File: config.mk
export PLATFORM = sky130hd
export DESIGN_NAME = dot_product_seq
export DESIGN_NICKNAME = d
export VERILOG_FILES = /design/src/rtl/dot_product_seq.sv
export SDC_FILE = /design/constraint.sdc
export NUM_CORES = 1
export LEC_CHECK = 0
export ABC_AREA = 1
export BUFFER_PORTS_ARGS = -buffer_cell sky130_fd_sc_hd__buf_4
export CAP_MARGIN = 25
export CORE_MARGIN = 3
export CORE_UTILIZATION = 53
export CTS_BUF_LIST = sky130_fd_sc_hd__clkbuf_8 sky130_fd_sc_hd__clkbuf_16
export CTS_CLUSTER_DIAMETER = 30
export DETAILED_ROUTE_END_ITERATION = 7
export HOLD_SLACK_MARGIN = 0.08
export MAX_ROUTING_LAYER = met4
export PLACE_DENSITY = 0.94
export SLEW_MARGIN = 20
export SYNTH_ARGS = -nofsm -noshare
export SYNTH_HDL_FRONTEND = slang
export SYNTH_SLANG_ARGS = --single-unit
File: constraint.sdc
create_clock -name clk -period 4.64 [get_ports clk]
set_clock_uncertainty 0.2 [all_clocks]
set_input_delay 0.696 -clock clk [delete_from_list [all_inputs] [get_ports clk]]
set_output_delay 0.696 -clock clk [all_outputs]
set_load 0.02 [all_outputs]
File: src/rtl/dot_product_seq.sv
// Sequencer that computes bias + sum(w[i]*x[i]) by driving external FP multiplier and adder
// helpers over level start/done handshakes, one element at a time in index order.
module dot_product_seq #(
    parameter int DATA_WIDTH = 32,
    parameter int VEC_LEN    = 8,
    parameter int ADDR_WIDTH = 3
) (
    input  logic                  clk,
    input  logic                  rst,
    input  logic                  start,
    input  logic [DATA_WIDTH-1:0] bias,
    output logic                  busy,
    output logic                  done,
    output logic [DATA_WIDTH-1:0] result,
    output logic [ADDR_WIDTH-1:0] mem_addr,
    input  logic [DATA_WIDTH-1:0] w_rdata,
    input  logic [DATA_WIDTH-1:0] x_rdata,
    output logic                  mul_start,
    input  logic                  mul_done,
    output logic [DATA_WIDTH-1:0] mul_w,
    output logic [DATA_WIDTH-1:0] mul_x,
    input  logic [DATA_WIDTH-1:0] mul_result,
    output logic                  add_start,
    input  logic                  add_done,
    output logic [DATA_WIDTH-1:0] add_a,
    output logic [DATA_WIDTH-1:0] add_b,
    input  logic [DATA_WIDTH-1:0] add_result
);

    typedef enum logic [3:0] {
        IDLE, FETCH, LATCH, MUL_REQ, MUL_REL, ADD_REQ, ADD_REL, NEXT, FINISH
    } state_t;

    localparam logic [ADDR_WIDTH-1:0] LAST_IDX = ADDR_WIDTH'(VEC_LEN - 1);

    state_t                state;
    logic [ADDR_WIDTH-1:0] idx;
    logic [DATA_WIDTH-1:0] acc;
    logic [DATA_WIDTH-1:0] product;

    always_ff @(posedge clk) begin
        if (rst) begin
            state     <= IDLE;
            idx       <= '0;
            acc       <= '0;
            product   <= '0;
            busy      <= 1'b0;
            done      <= 1'b0;
            result    <= '0;
            mem_addr  <= '0;
            mul_start <= 1'b0;
            mul_w     <= '0;
            mul_x     <= '0;
            add_start <= 1'b0;
            add_a     <= '0;
            add_b     <= '0;
        end else begin
            done <= 1'b0;
            case (state)
                IDLE: begin
                    if (start) begin
                        acc      <= bias;
                        idx      <= '0;
                        mem_addr <= '0;
                        busy     <= 1'b1;
                        state    <= FETCH;
                    end
                end
                FETCH: state <= LATCH;
                LATCH: begin
                    mul_w     <= w_rdata;
                    mul_x     <= x_rdata;
                    mul_start <= 1'b1;
                    state     <= MUL_REQ;
                end
                MUL_REQ: begin
                    if (mul_done) begin
                        product   <= mul_result;
                        mul_start <= 1'b0;
                        state     <= MUL_REL;
                    end
                end
                // Helper must release done before the next request is raised.
                MUL_REL: begin
                    if (!mul_done) begin
                        add_a     <= acc;
                        add_b     <= product;
                        add_start <= 1'b1;
                        state     <= ADD_REQ;
                    end
                end
                ADD_REQ: begin
                    if (add_done) begin
                        acc       <= add_result;
                        add_start <= 1'b0;
                        state     <= ADD_REL;
                    end
                end
                ADD_REL: begin
                    if (!add_done) state <= NEXT;
                end
                NEXT: begin
                    if (idx == LAST_IDX) begin
                        state <= FINISH;
                    end else begin
                        idx      <= idx + 1'b1;
                        mem_addr <= idx + 1'b1;
                        state    <= FETCH;
                    end
                end
                FINISH: begin
                    result <= acc;
                    done   <= 1'b1;
                    busy   <= 1'b0;
                    state  <= IDLE;
                end
                default: state <= IDLE;
            endcase
        end
    end

endmodule

After elaboration in Yosys (flattened, before gate mapping)
Index checks and enable logic that the tools add are counted.

storage, ports and cells
  output and inout port bits = 167
  word-level logic and storage cells = 65
  register bits after elaboration = 235
  input bits = 165

operators by class
  reductions and logical operators = 14
  add/sub/neg operators = 1
  mux-type cells = 21
  equality and inequality tests = 15
  bitwise logic cells = 1

operators by type and width
  operator                                                                number
  32-bit 2-to-1 mux                                                       2
  32-bit case mux with 2 select lines                                     1
  4-bit case mux with 8 select lines                                      1
  4-bit 2-to-1 mux                                                        6
  4-bit by 3-bit equality test with 1-bit output (second input constant)  4
  2-bit != test (second input constant)                                   6
  2-bit nonzero test                                                      5
  3-bit AND reduction                                                     3
  4-bit by 2-bit equality test with 1-bit output (second input constant)  2
  2-bit AND reduction                                                     4
  3-bit 2-to-1 mux                                                        2
  1-bit case mux with 2 select lines                                      3
  3-bit case mux with 2 select lines                                      1
  1-bit 2-to-1 mux                                                        5
  5-bit AND reduction                                                     1
  4-bit by 1-bit equality test with 1-bit output (second input constant)  1
  4-bit equality test (second input constant)                             1
  4-bit logical NOT                                                       1
  3-bit by 1-bit adder with 3-bit output (second input constant)          1
  3-bit equality test (second input constant)                             1
  1-bit inverter                                                          1

Logic depth before layout (Yosys ltp)
  depth after elaboration = 3
  depth in mapped cells = 9
  gate-level depth less buffers = 8

Worst setup path after synthesis
OpenSTA, ideal clock, no wires.

  path kind = input to register
  from = in rst
  to = reg mul_w[4]
  arrival = 1504 ps
  slack = 2871 ps
  data required time = 4375 ps
  library setup time = 65 ps
  buffers on the path = 2
  stages on the path = 5
  path through = inv_1 -> clkbuf_1 -> clkbuf_1 -> o21ai_0 -> nor2_1

RTL lines
  element               RTL line  text
  start, declared       9         input logic rst,
  end signal, assigned  71        mul_w <= w_rdata;
  end, declared         20        output logic [DATA_WIDTH-1:0] mul_w,

Worst setup path in the final report
  from = reg state[0]
  to = reg acc[18]

on the way
  longest elaborated chain between the ends = 3
  elaborated cells on any way between the ends = 7
  those cells by class = eq/ne (3); mux (1); reduce/logical (3)

RTL lines
  element                                                                                     RTL line  text
  start, declared                                                                             36        state_t state;
  start signal, assigned                                                                      43        state <= IDLE;
  start signal, assigned                                                                      66        state <= FETCH;
  start signal, assigned                                                                      69        FETCH: state <= LATCH;
  4-bit by 3-bit equality test with 1-bit output / 4-bit logical NOT (equally long branches)  59        case (state)
  2-bit != test (no source line) / 2-bit nonzero test (equally long branches)                 -
  3-bit AND reduction (no source line)                                                        -
  end signal, assigned                                                                        62        acc <= bias;
  end signal, assigned                                                                        94        acc <= add_result;
  end, declared                                                                               38        logic [DATA_WIDTH-1:0] acc;

Several ways; a longest one is shown, not always the timed one.
A chain may end at the register's enable or synchronous reset.

==> results.yml <==
place:
  gp_congestion: 0.8931
  portBuffers: 331
  post-dp-hpwl_mm: 18.51
cts:
  cts_hold_buf: 0
  post_cts_resized: 0
  cts_buffer_depth: 3
  numCtsBuffers: 45
  root_buffer: "clkbuf_16"
  postCtsSetupBuffers: 0
  clock_latency_ns: 0.52
  cts.clk_slew.worst_paths_ns: 0.05
  cts_sinks: 235
  cts_tree: "yes"
  cts_max_level: 2
cells_and_area:
  num-nets-final: 1669
  final_layout_size_suffix_gt1_share_pct: 28.06
  diodes: 0
  final_common_cell: "buf_4"
  synthToLayoutAreaGrowth_pct: 47.21
  fin_util_pct: 80.83
  final_cell_mix: "buf_4, dfxtp_1, nor2_1"
critical_path:
  cp_common_cell: "nand2_1"
  r2r_cells: 10
  crit_start: "state[0]$_SDFFE_PP0P_"
  critical_path.max_stage_delay_ns: 0.57
  endpoint: "acc[18]$_SDFFE_PP0P_"
  worst-setup-path-type: "register to register"
  crit_arrival_ns: 3.60
  cp_cell_sequence: "inv_2, nor2_4, buf_4, nand2_2, nand2_1, nand3_2, buf_4, nand2_1, nand2_1, nor2_1"
  cpMaxStageDelayCell: "nand3_2"
  reg2reg_setup_slack_ns: 1.28
  r2r-start: "state[0]$_SDFFE_PP0P_"
  cp-end-kind: "register"
  r2r_end: "acc[18]$_SDFFE_PP0P_"
  critical_path_required_ns: 4.88
  start_kind: "register"
  worst-path-max-fanout: 35
drt:
  first_pass_iters: 6
  ant_nets: 0
  vias: 9451
  drc: 0
  wire_per_inst_um: 18.48
  finalWirelength_mm: 32.38
  initialDrtViolationCount: 847
  avgViaCountPerCell: 5.394
synthesis:
  synth_async_sr_flop_share_pct: 0
  synth.net_count: 1361
  yosysWarnings: 0
  ys_ff_latch: 235
  syn_area_sq_um: 8848
  synth_edf_count: 0
  seq_area_frac_synth_pct: 53.17
  syn_inst: 1194
  syn_area_per_cell_sq_um: 7.411
  synthFlopType: "dfxtp_1"
  ys_types: 23
sta:
  final_hold_viol_count: 0
  tns_ns: 0
  slew_violations: 0
  slew_headroom_pct: 48.83
  finalCritPeriodShare_pct: 72.40
  max_freq_mhz: 297.7
  rsz0062_at_grt: "no"
  fin_crit_ns: 3.359
  setup_viol: 0
  tightest_slew_ns: 0.7676
die:
  ioPinCount: 332
  coreArea_sq_um: 16120
  die_h_um: 135.2
  die_area_sq_um: 18280
  fp-row-count: 46
  initial_core_util_pct: 54.91
  die_w_um: 135.2
global_routing:
  grt_max_degree: 188
  grt_pass1_vias: 9697
  grt_pass1_wl_mm: 49.09
  grt_usage_pct: 34.70
  grt_overflow_total: 0
  antenna_found_initial: 0
hold_path:
  min_path_type: "input pin to register"
job:
  drv_cap: 0
outcome:
  status: "finished, final reports clean"
power_and_ir_drop:
  vdd_drop_max_mv: 0.5724
  p_leak_nw: 6.054
  p_per_area_nw_per_um2: 676.0
[per-stage QoR]
stage	total power [W]	hold WS (ns)	area (sq um)	worst slack (ns)	instances
final	0.008805	0.2253	13030	1.281	1752
after floorplan	0.004359	0.2205	8848	2.871	1194
after detailed placement	0.005255	0.2318	11370	1.415	1669
after global routing	0.009218	0.2224	13030	1.023	1752
after CTS	0.008771	0.2063	12980	1.281	1750
after global placement	0.005152	0.2265	11370	1.571	1669
[final cells by class]
class                   count  area, sq um
clock buffers              56         1289
fillers                   938         3089
multi-input cells         736         3306
well taps                 216        270.3
inverters                 142        538.0
repair buffers            342         2600
flip-flops and latches    235         4705
clock inverters            25        319.1
[cell usage after synthesis, types with 2 or more instances]
| cell | count | share of area (%) |
|---|---|---|
| nor2_1 | 205 | 8.7 |
| a21oi_1 | 132 | 7.5 |
| nand3_1 | 45 | 2.5 |
| inv_2 | 3 | 0.13 |
| o21ai_1 | 22 | 1.2 |
| nand2_1 | 149 | 6.3 |
| buf_1 | 4 | 0.17 |
| buf_2 | 21 | 1.2 |
| clkbuf_1 | 56 | 2.4 |
| o21ai_0 | 171 | 9.7 |
| inv_1 | 138 | 5.9 |
| dfxtp_1 | 235 | 53 |
| ha_1 | 2 | 0.28 |
| nor2_2 | 2 | 0.14 |
[cells by family after synthesis]
family	count (synthesis)	synth area share (%)
AOI/OAI and AO/OA	328	18.62
adders and majority gates	2	0.2828
DFF	235	53.17
and+or+nand+nor	406	18.17
buffers and inverters	223	9.757
[report_power, final]
group	switching, W	total, W	internal (W)
sequential	0.000259	0.00274	0.00248
clock	0.00106	0.00340	0.00234
combinational	0.00176	0.00266	0.000904
total	0.00308	0.00881	0.00572
[layer usage]
metal | routed length (um) | vias to the layer above | track usage (%)
met2 | 16180 | 588 | 60.56
met5 | 0 | - | -
met3 | 3395 | 153 | 11.89
met4 | 1906 | 0 | 18.20
li1 | - | 4411 | -
met1 | 10900 | 4299 | 34.08
[worst min-delay path by stage]
stage,from,to,slack (ns),cells after the start
final,x_rdata[31],mul_x[31]$_SDFFE_PP0P_,0.23,3
after global routing,w_rdata[19],mul_w[19]$_SDFFE_PP0P_,0.22,3
after CTS,w_rdata[26],mul_w[26]$_SDFFE_PP0P_,0.21,3
after detailed placement,product[14]$_SDFFE_PP0P_,product[14]$_SDFFE_PP0P_,0.23,2
after global placement,product[8]$_SDFFE_PP0P_,product[8]$_SDFFE_PP0P_,0.23,2
after floorplan,product[25]$_SDFFE_PP0P_,product[25]$_SDFFE_PP0P_,0.22,2
[registers in the layout (all words and copies together) (netlist names)]
| signal | flops |
|---|---|
| mul_x | 32 |
| acc | 32 |
| done | 1 |
| result | 32 |
| state | 4 |
| add_a | 32 |
| idx | 3 |
| mul_start | 1 |
| mul_w | 32 |
| add_start | 1 |
| product | 32 |
| busy | 1 |
| add_b | 32 |
[critical path, delay by kind of cell, from the launching register on]
family	cells	cell delay (ns)
buffers and inverters	3	0.95
and+or+nand+nor	7	1.70
DFF	1	0.41
Power figures use the tool's default switching activity.
